`config.mk`:
```
export PLATFORM = sky130hd
export DESIGN_NAME = seq_shift_add_multiplier
export DESIGN_NICKNAME = d
export VERILOG_FILES = /design/src/rtl/seq_shift_add_multiplier.sv
export SDC_FILE = /design/constraint.sdc
export NUM_CORES = 1
export LEC_CHECK = 0
export ABC_AREA = 1
export CORE_MARGIN = 2
export CORE_UTILIZATION = 45
export CTS_CLUSTER_DIAMETER = 120
export DETAILED_ROUTE_END_ITERATION = 8
export PLACE_DENSITY = 0.68
export SETUP_SLACK_MARGIN = 0.3
export SLEW_MARGIN = 10
export SYNTH_ARGS = -nofsm -noshare
export SYNTH_HDL_FRONTEND = slang
export SYNTH_SLANG_ARGS = --single-unit
```
`constraint.sdc`:
```
create_clock -name clk -period 2.4 [get_ports clk]
set_input_delay 0.24 -clock clk [delete_from_list [all_inputs] [get_ports clk]]
set_output_delay 0.24 -clock clk [all_outputs]
set_load 0.02 [all_outputs]
```
`src/rtl/seq_shift_add_multiplier.sv`:
```
// Sequential shift-and-add multiplier, one multiplier bit per clock, with
// valid/ready handshakes on both sides. Unsigned or two's-complement per transaction.
module seq_shift_add_multiplier #(
  parameter int A_WIDTH = 5,
  parameter int B_WIDTH = 3
) (
  input  logic                       clk,
  input  logic                       reset,
  input  logic                       in_valid,
  output logic                       in_ready,
  input  logic [A_WIDTH-1:0]         in_a,
  input  logic [B_WIDTH-1:0]         in_b,
  input  logic                       in_signed,
  output logic                       out_valid,
  input  logic                       out_ready,
  output logic [A_WIDTH+B_WIDTH-1:0] out_m
);

  localparam int P  = A_WIDTH + B_WIDTH;
  localparam int CW = $clog2(B_WIDTH + 1);

  typedef enum logic [1:0] {S_IDLE, S_CALC, S_DONE} state_t;

  state_t         r_state, w_state_nxt;
  logic [P-1:0]   r_mcand;   // extended multiplicand, pre-shifted to the current bit weight
  logic [B_WIDTH-1:0] r_mplr;  // multiplier, shifted right so bit 0 is the current bit
  logic           r_sgn;
  logic [CW-1:0]  r_cnt;
  logic [P-1:0]   r_acc;
  logic [P-1:0]   r_out_m;

  logic           w_last;
  logic [P-1:0]   w_acc_nxt;

  assign w_last = (r_cnt == CW'(B_WIDTH - 1));

  // Signed MSB of the multiplier carries negative weight, so it subtracts.
  always_comb begin
    w_acc_nxt = r_acc;
    if (r_mplr[0]) begin
      if (r_sgn && w_last) w_acc_nxt = r_acc - r_mcand;
      else                 w_acc_nxt = r_acc + r_mcand;
    end
  end

  always_ff @(posedge clk) begin
    if (reset) r_state <= S_IDLE;
    else       r_state <= w_state_nxt;
  end

  always_comb begin
    w_state_nxt = r_state;
    case (r_state)
      S_IDLE:  if (in_valid)  w_state_nxt = S_CALC;
      S_CALC:  if (w_last)    w_state_nxt = S_DONE;
      S_DONE:  if (out_ready) w_state_nxt = S_IDLE;
      default: w_state_nxt = S_IDLE;
    endcase
  end

  always_ff @(posedge clk) begin
    if (reset) begin
      r_mcand <= '0;
      r_mplr  <= '0;
      r_sgn   <= 1'b0;
      r_cnt   <= '0;
      r_acc   <= '0;
      r_out_m <= '0;
    end else begin
      case (r_state)
        S_IDLE: if (in_valid) begin
          r_mcand <= {{B_WIDTH{in_signed & in_a[A_WIDTH-1]}}, in_a};
          r_mplr  <= in_b;
          r_sgn   <= in_signed;
          r_cnt   <= '0;
          r_acc   <= '0;
        end
        S_CALC: begin
          r_acc   <= w_acc_nxt;
          r_mcand <= r_mcand << 1;
          r_mplr  <= r_mplr >> 1;
          r_cnt   <= r_cnt + CW'(1);
          if (w_last) r_out_m <= w_acc_nxt;
        end
        default: ;
      endcase
    end
  end

  assign in_ready  = (r_state == S_IDLE) && !reset;
  assign out_valid = (r_state == S_DONE);
  assign out_m     = r_out_m;

endmodule

```
==> results.toml, run 1 <==
[worst_setup_path]
path_class = "flip-flop to flip-flop"
critPathRequiredTime_ns = 2.58
cp.arrival_ns = 2.44
end_kind = "flip-flop"
start_kind = "flip-flop"
critPathMaxFanout = 3

[final_layout]
drive_above_1_share = 0.296
num_antenna_cells = 0
nFillCells = 342
seqCellArea_um2 = 644
multi_input_area_mm2 = 0.00125
synthToLayoutAreaGrowth_pct = 36.5
nNetsFinal = 319
final_area_mm2 = 0.00254

[logic_synthesis]
synthTopCellsByCount = "nand2_1 (61), inv_1 (35), dfxtp_1 (32)"
synth-seq-area-share = 0.344
synth_top_family_by_area = "simple AND/OR/NAND/NOR gates"
synth_xor_area_frac = 0.0423
synth-compound-area-share = 0.190
syn_area_mm2 = 0.00186
synth_fa_ha_area_frac = 0.0711
netlist_instances = 259
yosysWarnings = 0
synth.largest_area_cell = "dfxtp_1"
ys_async_sr_fraction = 0
syn-num-nets = 282
ys_ff_latch = 32
yosysTopAreaCellShare = 0.344
synth_simple_gate_area_share = 0.256
synth_edf_count = 0
synth_top_flop_cell = "dfxtp_1"
synthMuxAreaShare = 0
synth_area_leaders = "dfxtp_1 (34%), nand2_1 (12%), inv_1 (7.0%)"
yosysMostFrequentCell = "nand2_1"
synthDistinctLibCells = 34
synth_area_per_cell_um2 = 7.20

[sta]
finalHoldViolCount = 0
slew_violations = 0
fin_crit_ns = 2.26
setup_viol = 0
tns_ns = 0
rsz0062_at_grt = "yes"
slew_headroom = 0.759
worst_pin_slew_ns = 0.359
hold_ws_ns = 0.460
finalClockSkew_ns = 0.00432
fin_crit_sh = 0.941
fmax_mhz = 443

[clock_tree]
cts_buffers = 5
clock_latency_ns = 0.28
clk_pin_slew_ns = 0.07
cts_root_buffer = "clkbuf_8"
clock-sinks = 32
ctsHtreeMaxLevel = 2
cts_tree = "done"
cts_buffer_depth = 2

[floorplanning]
start_util = 0.466
dieHeight_um = 68.4
ios = 23
die_area_mm2 = 0.00467
core_region_area_mm2 = 0.00400
fp.dieW_um = 68.4
rows = 23

[run_status]
status = "completed"

[detailed_routing]
wl_um = 4600
drtAntennaViolNets = 0
drt_iter0_markers = 75
vias = 1763
wl_per_cell_um = 13.3
drc = 0
vias_per_cell = 5.08
drtPass1Iterations = 4

[pwr]
swShare = 0.340
clkPwrFrac = 0.296
p_seq_frac = 0.340
peakVddDrop_v = 0.000529
power_density_mw_per_mm2 = 688
cell_internal_pwr_uw = 1160
p_leak_uw = 0.00106
p_sw_uw = 595
combPwrFrac = 0.365

[global_route]
track_usage = 0.204
grt_pass1_vias = 1583
overflow = 0
antenna_found_initial = 0
grt_pass1_wl_um = 7160
grt_max_degree = 26

[run]
drv_cap = 0

[placement]
gp_congestion = 0.821
place_area_mm2 = 0.00218
portBuffers = 22
place_hpwl_um = 2990

[worst_hold_path]
min_path_type = "flip-flop to flip-flop"
==> layer usage <==
metal  wire, um  vias to the layer above  global-route usage
met5          0                        -                   0
met4         69                        0              0.0600
met3        174                        8              0.0395
met2       2210                       35               0.333
met1       2150                      816               0.273
li1           -                      904                   -
==> registers in the layout, indices dropped and copies added (netlist names) <==
signal,count
r_state,2
r_sgn,1
r_mcand,8
r_cnt,2
r_acc,8
out_m,8
r_mplr,3
==> cell families (layout without fill, tap and decap cells) <==
group                    after synthesis  count (layout)
adder cells (fa/ha/maj)               10              10
flip-flops                            32              32
AND/OR/NAND/NOR                      106             106
AO/OA/AOI/OAI                         57              57
buffers and inverters                 45              83
XOR/XNOR                               9               9
==> worst max-delay path: stages, from the launching register on <==
cell	delay [ns]
dfxtp_1	0.32
inv_2	0.08
ha_4	0.13
inv_2	0.04
nor3_4	0.15
nand2_1	0.10
nand2_2	0.09
xnor2_2	0.11
inv_1	0.08
ha_4	0.23
nand2_4	0.09
inv_2	0.05
a21oi_2	0.15
nand2_2	0.08
nand3_2	0.08
nand3_2	0.08
nand2_2	0.08
nand2_2	0.05
o21bai_1	0.11
inv_1	0.05
==> placed cells by master (no fill, tap or decap), types with 8 or more instances in the layout <==
cell | netlist | layout
a21oi_1 | 19 | 13
a211oi_1 | 8 | 8
nand2_1 | 61 | 52
a21oi_2 | 3 | 9
dfxtp_1 | 32 | 29
nor2_1 | 15 | 14
buf_4 | 2 | 16
clkdlybuf4s50_1 | 0 | 22
inv_2 | 2 | 8
inv_1 | 35 | 29
nand2_2 | 11 | 17
o21ai_0 | 13 | 10
==> metrics by stage <==
stage | setup slack, ns | total power (uW) | utilization | instances
final | 0.142 | 1750 | 0.636 | 347
after global routing | 0.0123 | 1840 | 0.636 | 347
after CTS | 0.166 | 1680 | 0.609 | 342
after detailed placement | 0.0835 | 1050 | 0.545 | 326
after global placement | 0.0863 | 1050 | 0.545 | 326
after floorplan | 0.306 | 951 | - | 259
==> cell type report <==
cell class | count | area share
Clock buffer | 5 | 0.0270
Clock inverter | 3 | 0.0167
Inverter | 37 | 0.0546
Multi-Input combinational cell | 182 | 0.490
Sequential cell | 32 | 0.253
Tap cell | 50 | 0.0246
Timing Repair Buffer | 38 | 0.134
==> worst paths after layout <==
kind,cells after the start,slack (ns),to,startpoint
worst min-delay path,2,0.46,r_mplr[1]$_SDFFE_PP0P_,r_mplr[1]$_SDFFE_PP0P_
worst min register to register,2,0.46,r_mplr[1]$_SDFFE_PP0P_,r_mplr[1]$_SDFFE_PP0P_
worst max register to register,19,0.14,out_m[7]$_SDFFE_PP0P_,r_mcand[1]$_SDFFE_PP0P_
worst max-delay path,19,0.14,out_m[7]$_SDFFE_PP0P_,r_mcand[1]$_SDFFE_PP0P_
==> repair_timing <==
action / 4_1_cts / 5_1_grt
endpoints found under the setup margin: 10 / 11
pin swaps: 24 / 22
endpoints found under the hold margin: 0 / 0
buffers inserted: 8 / 5
hold buffers: 0 / 0
gates resized for setup: 24 / 19
==> power by group through the flow <==
stage	logic, uW	registers, uW	clock network, uW
2_1_floorplan	356	595	0
3_3_place_gp	447	600	0
3_5_place_dp	450	600	0
4_1_cts	558	590	528
5_1_grt	695	599	549
6_report	639	595	518
No activity file was read; power rests on OpenSTA's default activity.
==> run 2: changes to the inputs <==
--- a/config.mk
+++ b/config.mk
@@ -7,10 +7,10 @@
 export LEC_CHECK = 0
 export ABC_AREA = 1
 export CORE_MARGIN = 2
-export CORE_UTILIZATION = 45
+export CORE_UTILIZATION = 50
 export CTS_CLUSTER_DIAMETER = 120
 export DETAILED_ROUTE_END_ITERATION = 8
-export PLACE_DENSITY = 0.68
+export PLACE_DENSITY = 0.75
 export SETUP_SLACK_MARGIN = 0.3
 export SLEW_MARGIN = 10
 export SYNTH_ARGS = -nofsm -noshare
==> constraint.sdc (replaced) <==
create_clock -name clk -period 2.4 [get_ports clk]
set_input_delay 0.24 -clock clk [delete_from_list [all_inputs] [get_ports clk]]
set_output_delay 0.24 -clock clk [all_outputs]
set_load 0.1 [all_outputs]
==> results.toml, run 2 (synthesized netlist as in run 1, its figures left out) <==
[sta]
slew_headroom = 0.605
fmax_mhz = 445
worst_pin_slew_ns = 0.591
fin_crit_ns = 2.25
finalClockSkew_ns = 0.00785
finalHoldViolCount = 0
slew_violations = 0
rsz0062_at_grt = "yes"
fin_crit_sh = 0.937
tns_ns = 0
worst_slack_ns = 0.150
setup_viol = 0

[clock_tree]
cts_buffer_depth = 2
cts_root_buffer = "clkbuf_8"
ctsHtreeMaxLevel = 2
clock_latency_ns = 0.29
cts_tree = "done"
clock-sinks = 32
clk_pin_slew_ns = 0.07
cts_buffers = 5

[detailed_routing]
wl_per_cell_um = 13.5
vias = 1775
drtPass1Iterations = 5
drtAntennaViolNets = 0
drt_iter0_markers = 63
wl_um = 4630
vias_per_cell = 5.16
drc = 0

[worst_setup_path]
critPathRequiredTime_ns = 2.58
worstPathCellList = "inv_2, ha_4, nand2_4, nand2_4, xor2_1, inv_1, ha_4, nand2_2, nor2_4, nand2_2, nand2_2, inv_2, nand2_2, nand3_1, nand2_1, nand2_2, o21bai_1, inv_1"
ff2ff_setup_slack_ns = 0.15
path_buf_inv = 4
critPathMaxFanout = 6
path_class = "flip-flop to flip-flop"
end_kind = "flip-flop"
cp_top_family = "simple AND/OR/NAND/NOR gates"
slowest_stage = "dfxtp_2"
critPathMaxStageDelay_ns = 0.32
cp.arrival_ns = 2.43
cp_common_cell = "nand2_2"
start_kind = "flip-flop"

[run]
drv_cap = 0

[placement]
placed_cells = 323
portBuffers = 22
place_hpwl_um = 2940
dp_slack_ns = 0.0767
gp_congestion = 0.850

[worst_hold_path]
min_path_type = "flip-flop to flip-flop"

[global_route]
track_usage = 0.229
grt_max_degree = 27
grt_pass1_vias = 1656
overflow = 0
antenna_found_initial = 0
grt_pass1_wl_um = 7420

[floorplanning]
start_util = 0.513
dieHeight_um = 65.1
die_area_mm2 = 0.00423
core_region_area_mm2 = 0.00363
ios = 23
fp.dieW_um = 65.1
rows = 22

[final_layout]
nNetsFinal = 319
final_cells = 344
synthToLayoutAreaGrowth_pct = 33.3
num_antenna_cells = 0
drive_above_1_share = 0.311
final_cell_mix = "nand2_1 (55), inv_1 (29), dfxtp_1 (28), buf_4 (25), a21oi_1 (15)"
final_common_cell = "nand2_1"
nFillCells = 303

[pwr]
power_density_mw_per_mm2 = 656
peakVddDrop_v = 0.000411
p_leak_uw = 0.00106

[run_status]
status = "completed"
[run 2: per-layer routing]
| metal | global-route usage | up-vias | share of wire |
|---|---|---|---|
| met1 | 0.277 | 817 | 0.45 |
| met5 | 0 | - | 0 |
| met4 | 0.115 | 0 | 0.029 |
| li1 | - | 913 | - |
| met2 | 0.388 | 33 | 0.50 |
| met3 | 0.0399 | 12 | 0.026 |
[run 2: through the flow]
step | instance area (um2) | hold slack, ns | utilization | total power, uW
after floorplan | 1920 | 0.380 | - | 970
after global placement | 2160 | 0.439 | 0.595 | 1060
after detailed placement | 2160 | 0.443 | 0.595 | 1070
after CTS | 2400 | 0.454 | 0.660 | 1560
after global routing | 2480 | 0.488 | 0.684 | 1730
final | 2480 | 0.453 | 0.684 | 1630
[run 2: final cells by class]
cell class,count,area [um2],area share
timing repair buffer,38,328,0.132
clock buffer,5,68.8,0.0277
inverter,37,139,0.0559
multi-input combinational,182,1230,0.495
tap,48,60.1,0.0242
sequential,32,646,0.260
clock inverter,2,12.5,0.00504
[run 2: report_power, final]
group	leakage, uW	switching (uW)	internal, uW
sequential	0.000262	34.7	561
clock	0.0000400	207	196
combinational	0.000762	352	278
[run 2: path summary, 6_finish.rpt]
| kind | depth (start not counted) | start | to |
|---|---|---|---|
| setup / recovery | 18 | r_cnt[0]$_SDFFE_PP0P_ | out_m[7]$_SDFFE_PP0P_ |
| hold / removal | 2 | r_mplr[1]$_SDFFE_PP0P_ | r_mplr[1]$_SDFFE_PP0P_ |
| setup reg to reg | 18 | r_cnt[0]$_SDFFE_PP0P_ | out_m[7]$_SDFFE_PP0P_ |
| hold reg to reg | 2 | r_mplr[1]$_SDFFE_PP0P_ | r_mplr[1]$_SDFFE_PP0P_ |
[run 2: tightest hold or removal path: stages, from the launching register on]
cell and delay (ns):
dfxtp_1 0.30, inv_1 0.06, a21oi_1 0.05
[run 2: timing repair]
action | 4_1_cts | 5_1_grt
hold buffers | 0 | 0
setup buffers | 10 | 4
cloned | 0 | 0
setup endpoints to repair | 10 | 11
endpoints found under the hold margin | 0 | 0
resized for setup | 22 | 14
pin swaps | 14 | 11
==> run 3: changes to the inputs <==
--- a/config.mk
+++ b/config.mk
@@ -6,6 +6,7 @@
 export NUM_CORES = 1
 export LEC_CHECK = 0
 export ABC_AREA = 1
+export CAP_MARGIN = 20
 export CORE_MARGIN = 2
 export CORE_UTILIZATION = 50
 export CTS_CLUSTER_DIAMETER = 120
==> results of run 3 <==
Same layout as run 2: the final DEF is identical, and so are final timing and power.
